`config.mk`:
```
export PLATFORM = sky130hd
export DESIGN_NAME = instr_decode
export DESIGN_NICKNAME = d
export VERILOG_FILES = /design/src/rtl/instr_decode.sv
export SDC_FILE = /design/constraint.sdc
export NUM_CORES = 1
export LEC_CHECK = 0
export BUFFER_PORTS_ARGS = -buffer_cell sky130_fd_sc_hd__buf_2
export CORE_ASPECT_RATIO = 0.7
export CORE_MARGIN = 2
export CORE_UTILIZATION = 45
export CTS_CLUSTER_DIAMETER = 80
export DETAILED_ROUTE_END_ITERATION = 16
export PLACE_DENSITY = 0.7
export RECOVER_POWER = 50
export SYNTH_ARGS = -nofsm -noshare
export SYNTH_HDL_FRONTEND = slang
export SYNTH_SLANG_ARGS = --single-unit
```
`constraint.sdc`:
```
create_clock -name i_clk -period 3.09 [get_ports i_clk]
set_input_delay 0 -clock i_clk [delete_from_list [all_inputs] [get_ports i_clk]]
set_output_delay 0 -clock i_clk [all_outputs]
set_load 0.02 [all_outputs]
```
`src/rtl/instr_decode.sv`:
```
// RV32IM instruction decoder with a 2-entry output/skid buffer and illegal-word counter.
// Define RV32M_DECODE_EN to decode the M extension; otherwise M-type words decode as illegal.
module instr_decode (
    input  logic        i_clk,
    input  logic        i_rst_n,
    input  logic        i_flush,
    input  logic        i_IR_DV,
    input  logic [31:0] i_IR,
    output logic        o_IR_ready,
    output logic        o_DV,
    input  logic        i_ready,
    output logic [31:0] o_instruction,
    output logic [31:0] o_IR,
    output logic [4:0]  o_rs1,
    output logic [4:0]  o_rs2,
    output logic [4:0]  o_rd,
    output logic        o_illegal,
    output logic [15:0] o_illegal_cnt
);

    localparam logic [5:0] CODE_ILLEGAL = 6'd63;

    function automatic logic [5:0] decode(input logic [31:0] ir);
        logic [6:0] opcode;
        logic [2:0] f3;
        logic [6:0] f7;
        logic [5:0] code;
        opcode = ir[6:0];
        f3     = ir[14:12];
        f7     = ir[31:25];
        code   = CODE_ILLEGAL;
        case (opcode)
            7'b0110011: begin
                if (f7 == 7'b0000000) begin
                    case (f3)
                        3'd0: code = 6'd0;
                        3'd1: code = 6'd2;
                        3'd2: code = 6'd3;
                        3'd3: code = 6'd4;
                        3'd4: code = 6'd5;
                        3'd5: code = 6'd6;
                        3'd6: code = 6'd8;
                        default: code = 6'd9;
                    endcase
                end else if (f7 == 7'b0100000) begin
                    if (f3 == 3'd0)      code = 6'd1;
                    else if (f3 == 3'd5) code = 6'd7;
                end
`ifdef RV32M_DECODE_EN
                else if (f7 == 7'b0000001) begin
                    code = 6'd10 + {3'd0, f3};
                end
`endif
            end
            7'b0010011: begin
                case (f3)
                    3'd0: code = 6'd18;
                    3'd2: code = 6'd19;
                    3'd3: code = 6'd20;
                    3'd4: code = 6'd21;
                    3'd6: code = 6'd22;
                    3'd7: code = 6'd23;
                    3'd1: if (f7 == 7'b0000000) code = 6'd24;
                    default: begin
                        if (f7 == 7'b0000000)      code = 6'd25;
                        else if (f7 == 7'b0100000) code = 6'd26;
                    end
                endcase
            end
            7'b0000011: begin
                case (f3)
                    3'd0: code = 6'd27;
                    3'd1: code = 6'd28;
                    3'd2: code = 6'd29;
                    3'd4: code = 6'd30;
                    3'd5: code = 6'd31;
                    default: code = CODE_ILLEGAL;
                endcase
            end
            7'b0100011: begin
                case (f3)
                    3'd0: code = 6'd32;
                    3'd1: code = 6'd33;
                    3'd2: code = 6'd34;
                    default: code = CODE_ILLEGAL;
                endcase
            end
            7'b1100011: begin
                case (f3)
                    3'd0: code = 6'd35;
                    3'd1: code = 6'd36;
                    3'd4: code = 6'd37;
                    3'd5: code = 6'd38;
                    3'd6: code = 6'd39;
                    3'd7: code = 6'd40;
                    default: code = CODE_ILLEGAL;
                endcase
            end
            7'b1101111: code = 6'd41;
            7'b1100111: if (f3 == 3'd0) code = 6'd42;
            7'b0110111: code = 6'd43;
            7'b0010111: code = 6'd44;
            default:    code = CODE_ILLEGAL;
        endcase
        return code;
    endfunction

    logic        out_vld_q, out_vld_d;
    logic [5:0]  out_code_q, out_code_d;
    logic [31:0] out_ir_q, out_ir_d;
    logic        skid_vld_q, skid_vld_d;
    logic [5:0]  skid_code_q, skid_code_d;
    logic [31:0] skid_ir_q, skid_ir_d;
    logic [15:0] cnt_q, cnt_d;

    logic [5:0]  new_code;
    logic        accept;
    logic        pop;

    assign new_code = decode(i_IR);
    // o_IR_ready is simply the registered skid-empty flag, so accept never depends on i_ready.
    assign accept   = i_IR_DV & ~skid_vld_q & ~i_flush;
    assign pop      = out_vld_q & i_ready;

    always_comb begin
        out_vld_d   = out_vld_q;
        out_code_d  = out_code_q;
        out_ir_d    = out_ir_q;
        skid_vld_d  = skid_vld_q;
        skid_code_d = skid_code_q;
        skid_ir_d   = skid_ir_q;
        cnt_d       = cnt_q;

        if (i_flush) begin
            out_vld_d  = 1'b0;
            skid_vld_d = 1'b0;
        end else if (out_vld_q && !pop) begin
            if (accept) begin
                skid_vld_d  = 1'b1;
                skid_code_d = new_code;
                skid_ir_d   = i_IR;
            end
        end else if (skid_vld_q) begin
            out_vld_d  = 1'b1;
            out_code_d = skid_code_q;
            out_ir_d   = skid_ir_q;
            skid_vld_d = 1'b0;
        end else begin
            out_vld_d = accept;
            if (accept) begin
                out_code_d = new_code;
                out_ir_d   = i_IR;
            end
        end

        if (accept && (new_code == CODE_ILLEGAL) && (cnt_q != 16'hFFFF))
            cnt_d = cnt_q + 16'd1;
    end

    always_ff @(posedge i_clk or negedge i_rst_n) begin
        if (!i_rst_n) begin
            out_vld_q   <= 1'b0;
            out_code_q  <= CODE_ILLEGAL;
            out_ir_q    <= 32'd0;
            skid_vld_q  <= 1'b0;
            skid_code_q <= CODE_ILLEGAL;
            skid_ir_q   <= 32'd0;
            cnt_q       <= 16'd0;
        end else begin
            out_vld_q   <= out_vld_d;
            out_code_q  <= out_code_d;
            out_ir_q    <= out_ir_d;
            skid_vld_q  <= skid_vld_d;
            skid_code_q <= skid_code_d;
            skid_ir_q   <= skid_ir_d;
            cnt_q       <= cnt_d;
        end
    end

    assign o_IR_ready    = ~skid_vld_q;
    assign o_DV          = out_vld_q;
    assign o_instruction = {26'd0, out_code_q};
    assign o_IR          = out_ir_q;
    assign o_rs1         = out_ir_q[19:15];
    assign o_rs2         = out_ir_q[24:20];
    assign o_rd          = out_ir_q[11:7];
    assign o_illegal     = out_vld_q & (out_code_q == CODE_ILLEGAL);
    assign o_illegal_cnt = cnt_q;

endmodule

```
==> flow_metrics.py, run 1 <==
metrics = {
    "drt": {
        "drtIter0Drc": 217,
        "vias": 3974,
        "routed_via_density": 5.20,
        "ant_nets": 0,
        "routed_wl_um": 11800,
        "first_pass_iters": 5,
        "drc": 0,
        "wl_per_cell_um": 15.4,
    },
    "final_layout": {
        "drive_gt1_share_pct": 19.1,
        "post-route-cell-area_um2": 5990,
        "nFillCells": 1033,
        "register_area_um2": 2370,
        "diodes": 0,
        "area_growth_pct": 17.2,
        "finish.net_count": 644,
        "multi_input_area_um2": 2360,
    },
    "clock_network": {
        "clk_pin_slew_ns": 0.07,
        "cts_buffers": 9,
        "clk_latency_ns": 0.34,
        "htree_num_levels": 3,
        "clockRootBuffer": "clkbuf_16",
        "cts_tree": "done",
        "clock_path_buffers": 2,
        "cts_num_sinks": 94,
        "cts_hold_buf": 27,
        "post_cts_buffers": 0,
        "cts_resized": 0,
    },
    "setup_path": {
        "start_kind": "primary input",
        "ff2ff_path_depth": 7,
        "critical_path_class": "primary input to register",
        "rr_startpoint": "o_illegal_cnt[0]",
        "cp.arrival_ns": 3.11,
        "worst-path-max-fanout": 15,
        "r2r-end": "o_illegal_cnt[1]",
        "endpoint_kind": "register",
        "critical_path_required_ns": 3.32,
        "rrSetupSlack_ns": 0.75,
    },
    "sta": {
        "setup_violations": 0,
        "rsz0062_at_grt": "false",
        "max_slew_margin_pct": -2.30,
        "setup_tns_ns": 0,
        "fin_crit_ns": 2.88,
        "max_freq_mhz": 347,
        "clock_skew_ns": 0.00359,
        "hold_violations": 0,
        "final_max_slew_viol_count": 65,
        "fin_crit_sh_pct": 93.2,
        "tightest_slew_ns": 1.53,
    },
    "synthesis": {
        "ys_async_sr_fraction_pct": 100,
        "yosysWarnings": 0,
        "synthTopCellsByCount": "82 x dfrtp_1, 59 x nand2_1, 51 x o21ai_0",
        "syn_area_per_cell_um2": 10.1,
        "ys.flop_type": "dfrtp_1",
        "synth_area_leaders": "dfrtp_1 40%, mux2i_1 7.6%, mux2_2 7.5%",
        "synth_edf_count": 0,
        "synthesis.area_um2": 5110,
        "synth_top_area_cell": "dfrtp_1",
        "synth_cell_types": 60,
        "synthCells": 506,
        "netlist.area_leader.share_pct": 40.1,
        "ys_seq_area_share_pct": 46.3,
        "synth.most_common_cell": "dfrtp_1",
        "ys_ff_latch": 94,
    },
    "placement": {
        "place.gp.congestion": 0.901,
        "port_buffers": 108,
        "dp_hpwl_um": 7930,
        "placed_cell_area_um2": 5530,
    },
    "min_path": {
        "min_path_type": "primary input to register",
        "hold_path_end": "skid_ir_q[29]",
        "hold_path_startpoint": "i_IR[29]",
        "hold_depth": 2,
    },
    "floorplan": {
        "dieArea_um2": 12200,
        "fp.dieW_um": 131,
        "rows": 32,
        "die_y_um": 93.2,
        "ios": 135,
        "core_um2": 11100,
        "start_util_pct": 46.3,
    },
    "outcome": {
        "failed_checks": "capacitance limit, slew limit",
        "status": "finished, violations left",
    },
    "power_and_ir_drop": {
        "power_per_cell_area_nw_per_um2": 594,
        "irDropWorstVdd_v": 0.000252,
        "power_mw": 3.56,
        "leakage_nw": 2.60,
    },
    "grt": {
        "antenna_found_initial": 0,
        "grt_pass1_vias": 3699,
        "grt_max_degree": 77,
        "overflow": 0,
        "track_usage_pct": 19.6,
        "grt_pass1_wl_um": 19200,
    },
    "job": {
        "max_cap_violations": 1,
    },
}
==> cell usage in the layout, fill, tap and decap left out, types with 9 or more instances in the layout <==
cell type      instances
nand3_1                9
o21ai_0               51
dfstp_2               12
dlygate4sd3_1         27
and3_1                 9
a21oi_1               10
nor2_1                13
dfrtp_1               81
nand2_1               58
mux2i_1               39
nor3_1                19
mux2_2                34
clkbuf_1              69
xor2_1                14
conb_1                26
buf_2                 39
clkbuf_16              9
==> worst max-delay path by stage <==
stage / startpoint / end / slack, ns / cells past startpoint
floorplan: o_illegal_cnt[0] / o_illegal_cnt[1] / 0.76 / 8
CTS: i_IR[25] / o_illegal_cnt[1] / 0.28 / 9
global route: i_IR[25] / o_illegal_cnt[1] / 0.10 / 9
global placement: i_IR[25] / o_illegal_cnt[1] / 0.55 / 8
finish: i_IR[25] / o_illegal_cnt[1] / 0.21 / 9
detailed placement: i_IR[25] / o_illegal_cnt[1] / 0.45 / 8
==> flip-flops by register name (all words and copies together) (netlist names) <==
register,flops
skid_vld_q,1
skid_code_q,6
out_code_q,6
o_illegal_cnt,16
o_IR,32
skid_ir_q,32
o_DV,1
==> layout make-up <==
type,instances,area share (%)
sequential,94,39.5
timing repair buffer,140,12.7
tap,153,3.19
clock inverter,6,0.898
inverter,7,0.438
clock buffer,10,3.82
multi-input combinational,354,39.4
==> where the power goes <==
part	internal, mW	switching (mW)	leakage (nW)
registers	1.50	0.169	1.14
logic	0.306	0.532	1.33
clock network	0.558	0.490	0.135
==> kinds of logic (layout without fill, tap and decap cells) <==
group	Yosys count	in the layout	synth area share, %
simple gates	147	147	15.0
fa+ha+maj	1	1	0.245
flops	94	94	46.3
buf+inv	83	163	9.44
compound gates	89	89	10.5
xor+xnor	16	16	2.74
other cells	1	26	0.0733
mux	75	75	15.7
==> through the flow <==
step	setup WS (ns)	utilization (%)	hold WS, ns	std cells
after CTS	0.279	55.0	0.0226	764
after detailed placement	0.452	50.0	0.146	721
after floorplan	0.760	-	-0.296	531
final	0.209	54.2	0.0464	764
after global routing	0.102	54.2	0.0254	764
after global placement	0.549	50.0	0.135	721
==> layer usage <==
layer / global-route usage [%] / share of wire [%] / vias up
li1: - / - / 1922
met1: 27.4 / 48 / 1897
met2: 30.5 / 45 / 143
met3: 4.77 / 6.0 / 12
met4: 5.25 / 0.80 / 0
met5: 0 / 0 / -
==> critical path: stages <==
cell	delay [ns]
dlygate4sd3_1	0.53
buf_2	0.14
or4_1	0.71
a2111o_1	0.42
a221oi_1	0.32
nand4b_1	0.29
nand4b_4	0.30
nor3b_2	0.10
mux2_4	0.31
Note: power is estimated with default switching activity, not from simulation.
==> inputs of run 2 (changes only) <==
--- a/config.mk
+++ b/config.mk
@@ -11,7 +11,7 @@
 export CORE_UTILIZATION = 45
 export CTS_CLUSTER_DIAMETER = 80
 export DETAILED_ROUTE_END_ITERATION = 16
-export PLACE_DENSITY = 0.7
+export PLACE_DENSITY_LB_ADDON = 0.15
 export RECOVER_POWER = 50
 export SYNTH_ARGS = -nofsm -noshare
 export SYNTH_HDL_FRONTEND = slang
==> constraint.sdc (replaced) <==
create_clock -name i_clk -period 3.5 [get_ports i_clk]
set_input_delay 0 -clock i_clk [delete_from_list [all_inputs] [get_ports i_clk]]
set_output_delay 0 -clock i_clk [all_outputs]
set_load 0.02 [all_outputs]
==> flow_metrics.py, run 2 (same netlist as run 1, synthesis figures left out) <==
metrics = {
    "outcome": {
        "status": "finished, violations left",
        "failed_checks": "capacitance limit, slew limit",
    },
    "final_layout": {
        "finish.net_count": 641,
        "drive_gt1_share_pct": 19.4,
        "area_growth_pct": 17.2,
        "nFillCells": 1043,
        "multi_input_area_um2": 2360,
        "diodes": 0,
        "layout_common_cells": "81 x dfrtp_1, 67 x clkbuf_1, 58 x nand2_1",
        "register_area_um2": 2370,
        "mostFrequentLayoutCell": "dfrtp_1",
        "instances_no_fill": 761,
    },
    "sta": {
        "whs_ns": 0.0139,
        "max_freq_mhz": 358,
        "final_max_slew_viol_count": 72,
        "rsz0062_at_grt": "false",
        "clock_skew_ns": 0.00502,
        "max_slew_margin_pct": -14.8,
        "setup_tns_ns": 0,
        "setup_ws_ns": 0.708,
        "setup_violations": 0,
        "hold_violations": 0,
        "fin_crit_ns": 2.79,
        "tightest_slew_ns": 1.72,
        "fin_crit_sh_pct": 79.8,
    },
    "grt": {
        "overflow": 0,
        "track_usage_pct": 19.6,
        "grt_pass1_wl_um": 19200,
        "grt_max_degree": 77,
        "grt_pass1_vias": 3718,
        "antenna_found_initial": 0,
    },
    "setup_path": {
        "critical_path_class": "primary input to register",
        "critical_path_required_ns": 3.73,
        "cp.arrival_ns": 3.02,
        "rrSetupSlack_ns": 1.18,
        "endpoint_kind": "register",
        "start_kind": "primary input",
        "worst-path-max-fanout": 15,
    },
    "power_and_ir_drop": {
        "swShare_pct": 32.8,
        "leakage_nw": 2.60,
        "pwr-share-clk_pct": 31.2,
        "power_per_cell_area_nw_per_um2": 536,
        "seqPwrFrac_pct": 46.0,
        "irDropWorstVdd_v": 0.000297,
        "power_frac_comb_pct": 22.8,
        "p_int_mw": 2.16,
        "p_switching_mw": 1.05,
    },
    "floorplan": {
        "ios": 135,
        "core_um2": 11100,
        "fp.dieW_um": 131,
        "start_util_pct": 46.3,
        "die_y_um": 93.2,
        "dieArea_um2": 12200,
        "rows": 32,
    },
    "placement": {
        "pre_cts_ws_ns": 0.922,
        "port_buffers": 108,
        "place.gp.congestion": 0.950,
        "dp_cells": 720,
        "dp_hpwl_um": 8120,
    },
    "clock_network": {
        "cts_tree": "done",
        "cts_buffers": 9,
        "clk_latency_ns": 0.34,
        "clockRootBuffer": "clkbuf_16",
        "clk_pin_slew_ns": 0.07,
        "htree_num_levels": 3,
        "cts_num_sinks": 94,
        "post_cts_buffers": 0,
        "cts_resized": 0,
        "cts_hold_buf": 25,
        "clock_path_buffers": 2,
    },
    "drt": {
        "routed_via_density": 5.28,
        "drc": 0,
        "wl_per_cell_um": 15.5,
        "routed_wl_um": 11800,
        "drtIter0Drc": 325,
        "ant_nets": 0,
        "vias": 4018,
        "first_pass_iters": 5,
    },
    "job": {
        "max_cap_violations": 1,
    },
    "min_path": {
        "min_path_type": "primary input to register",
    },
}
run 2: metrics by stage:
step                      instance area, um2  utilization, %  total power, mW
after floorplan                         5210               -             2.03
after detailed placement                5520            50.0             2.25
final                                   6000            54.3             3.21
after global placement                  5520            50.0             2.22
after CTS                               6080            55.0             3.29
after global routing                    6000            54.3             3.39
run 2: worst max-delay path, stage by stage:
cell           delay, ns
dlygate4sd3_1       0.53
buf_2               0.13
or4_1               0.71
nor3_4              0.33
a31oi_1             0.15
or4_1               0.51
nand4b_4            0.26
nor3b_2             0.10
mux2_4              0.30
run 2: cell type report:
type,count,area share [%]
flip-flops and latches,94,39.5
multi-input cells,354,39.4
repair buffers,137,12.3
clock buffers,9,3.76
well taps,153,3.19
clock inverters,7,1.44
inverters,7,0.438
run 2: power groups by stage:
stage | clock (mW) | sequential, mW | combinational, mW
4_1_cts | 1.03 | 1.47 | 0.779
3_5_place_dp | 0 | 1.49 | 0.757
3_3_place_gp | 0 | 1.48 | 0.741
5_1_grt | 1.07 | 1.51 | 0.807
2_1_floorplan | 0 | 1.60 | 0.424
6_report | 1.00 | 1.48 | 0.734
run 2: final timing paths:
check                           startpoint           endpoint  depth (start not counted)
worst max-delay path              i_IR[25]   o_illegal_cnt[1]                          9
worst min-delay path              i_IR[31]      skid_ir_q[31]                          2
worst max register to register  skid_vld_q   o_illegal_cnt[1]                          5
worst min register to register    o_IR[12]           o_IR[12]                          2
max in group asynchronous          i_rst_n         skid_vld_q                          2
min in group asynchronous          i_rst_n  o_illegal_cnt[10]                          2
run 2: routing by layer:
metal	vias to the layer above	GRT usage [%]	share of wire, %
met3	11	4.88	6.9
met1	1938	28.6	48
met4	0	5.07	0.96
li1	1912	-	-
met2	157	29.3	44
met5	-	0	0
==> inputs of run 3 (changes only) <==
==> constraint.sdc (replaced) <==
create_clock -name i_clk -period 2.3 [get_ports i_clk]
set_input_delay 0 -clock i_clk [delete_from_list [all_inputs] [get_ports i_clk]]
set_output_delay 0 -clock i_clk [all_outputs]
set_load 0.02 [all_outputs]
==> flow_metrics.py, run 3 (same netlist as run 1, synthesis figures left out) <==
metrics = {
    "power_and_ir_drop": {
        "power_mw": 5.06,
        "leakage_nw": 2.87,
        "power_per_cell_area_nw_per_um2": 793,
        "irDropWorstVdd_v": 0.000370,
    },
    "drt": {
        "vias": 4137,
        "drc": 0,
        "routed_wl_um": 12800,
        "wl_per_cell_um": 15.9,
        "first_pass_iters": 5,
        "routed_via_density": 5.13,
        "drtIter0Drc": 265,
        "ant_nets": 0,
    },
    "setup_path": {
        "slowest_delay_ns": 0.42,
        "endpoint_kind": "register",
        "cp_slowest_cell": "dfrtp_1",
        "rrSetupSlack_ns": 0.19,
        "cp_cell_sequence": "ha_1, and3_1, and3_1, and3_1, nand3_2, buf_4, nand2b_1, nor4_1, xor2_1",
        "critPathTopFamily": "simple AND/OR/NAND/NOR gates",
        "ff2ff_path_depth": 9,
        "timing.critical_path.buf_inv": 1,
        "worst-path-max-fanout": 5,
        "cp-startpoint": "o_illegal_cnt[0]",
        "critical_path_class": "register to register",
        "r2r-end": "o_illegal_cnt[7]",
        "endpoint": "o_illegal_cnt[7]",
        "critical_path_required_ns": 2.56,
        "cp.arrival_ns": 2.38,
        "rr_startpoint": "o_illegal_cnt[0]",
        "crit_path_frequent_cell": "and3_1",
        "start_kind": "register",
        "crit_cells": 9,
    },
    "floorplan": {
        "die_y_um": 93.2,
        "fp.dieW_um": 131,
        "ios": 135,
        "rows": 32,
        "dieArea_um2": 12200,
        "start_util_pct": 46.3,
        "core_um2": 11100,
    },
    "clock_network": {
        "cts_buffers": 9,
        "cts_tree": "done",
        "clock_path_buffers": 2,
        "cts_num_sinks": 94,
        "htree_num_levels": 3,
        "clk_latency_ns": 0.34,
        "clockRootBuffer": "clkbuf_16",
        "post_cts_buffers": 0,
        "clk_pin_slew_ns": 0.06,
    },
    "sta": {
        "tightest_slew_ns": 0.985,
        "final_max_slew_viol_count": 0,
        "fin_crit_sh_pct": 91.8,
        "setup_ws_ns": 0.188,
        "clock_skew_ns": 0.00702,
        "hold_violations": 0,
        "max_freq_mhz": 474,
        "max_slew_margin_pct": 34.3,
        "fin_crit_ns": 2.11,
        "rsz0062_at_grt": "false",
        "setup_violations": 0,
    },
    "grt": {
        "track_usage_pct": 21.6,
        "overflow": 0,
        "grt_pass1_vias": 4063,
        "antenna_found_initial": 0,
        "grt_max_degree": 55,
        "grt_pass1_wl_um": 21300,
    },
    "placement": {
        "pre_cts_ws_ns": -0.141,
        "dp_hpwl_um": 9180,
        "port_buffers": 108,
        "place.gp.congestion": 0.925,
    },
    "final_layout": {
        "mostFrequentLayoutCell": "dfrtp_1",
        "multi_input_area_um2": 2370,
        "diodes": 0,
        "nFillCells": 996,
        "finish.net_count": 686,
        "area_growth_pct": 24.8,
        "layout_common_cells": "81 x dfrtp_1, 59 x clkbuf_1, 58 x nand2_1",
        "drive_gt1_share_pct": 26.5,
        "register_area_um2": 2370,
    },
    "outcome": {
        "status": "finished clean",
    },
    "job": {
        "max_cap_violations": 0,
    },
    "min_path": {
        "min_path_type": "primary input to register",
    },
}
-- run 3: cell types whose count changed in the layout (fill, tap and decap cells not counted), sizes merged --
cell	previous run	this run
inv	6	7
clkbuf	77	71
clkinv	4	1
clkinvlp	3	1
buf	44	98
bufinv	1	2
-- run 3: how the worst min path moves through the flow --
stage | endpoint | cells past startpoint | slack (ns) | from
detailed placement | skid_ir_q[22] | 1 | 0.02 | i_rst_n
finish | skid_ir_q[26] | 3 | 0.02 | i_IR[26]
floorplan | o_DV | 0 | -0.30 | i_rst_n
CTS | skid_ir_q[26] | 3 | 0.002 | i_IR[26]
global route | skid_ir_q[26] | 3 | 0.02 | i_IR[26]
global placement | skid_ir_q[22] | 1 | 0.01 | i_rst_n
-- run 3: timing repair --
item,CTS,global route
setup endpoints to repair,0,4
resized for setup,0,2
hold buffers,25,0
hold endpoints to repair,67,0
-- run 3: area by class of cell --
cell class	instances	area share, %
clock inverters	4	1.24
inverters	7	0.412
clock buffers	12	3.86
repair buffers	182	17.2
flip-flops and latches	94	37.1
well taps	153	3.00
multi-input cells	354	37.2
-- run 3: through the flow --
stage / util, % / area (um2) / TNS (ns) / hold slack (ns) / std cells
floorplan: - / 5210 / 0 / -0.296 / 531
CTS: 58.5 / 6460 / 0 / 0.00162 / 806
global placement: 53.2 / 5880 / -0.839 / 0.0129 / 765
global route: 57.7 / 6380 / 0 / 0.0232 / 806
detailed placement: 53.2 / 5880 / -1.94 / 0.0182 / 765
finish: 57.7 / 6380 / 0 / 0.0199 / 806
-- run 3: tightest hold or removal path, stage by stage --
cell	delay (ns)
buf_2	0.09
buf_4	0.10
mux2_2	0.13
-- run 3: layer usage --
| layer | up-vias | share of wire (%) | GRT usage, % | wire (um) |
|---|---|---|---|---|
| li1 | 2005 | - | - | - |
| met1 | 1971 | 48 | 30.5 | 6130 |
| met2 | 146 | 45 | 34.3 | 5800 |
| met3 | 15 | 5.6 | 4.61 | 721 |
| met4 | 0 | 1.2 | 4.98 | 157 |
| met5 | - | 0 | 0 | 0 |
-- run 3: report_power, final --
group / leakage [nW] / switching, mW / internal [mW] / total, mW
sequential: 1.14 / 0.227 / 2.02 / 2.25
combinational: 1.57 / 0.728 / 0.459 / 1.19
clock: 0.155 / 0.633 / 0.991 / 1.62
total: 2.87 / 1.59 / 3.47 / 5.06
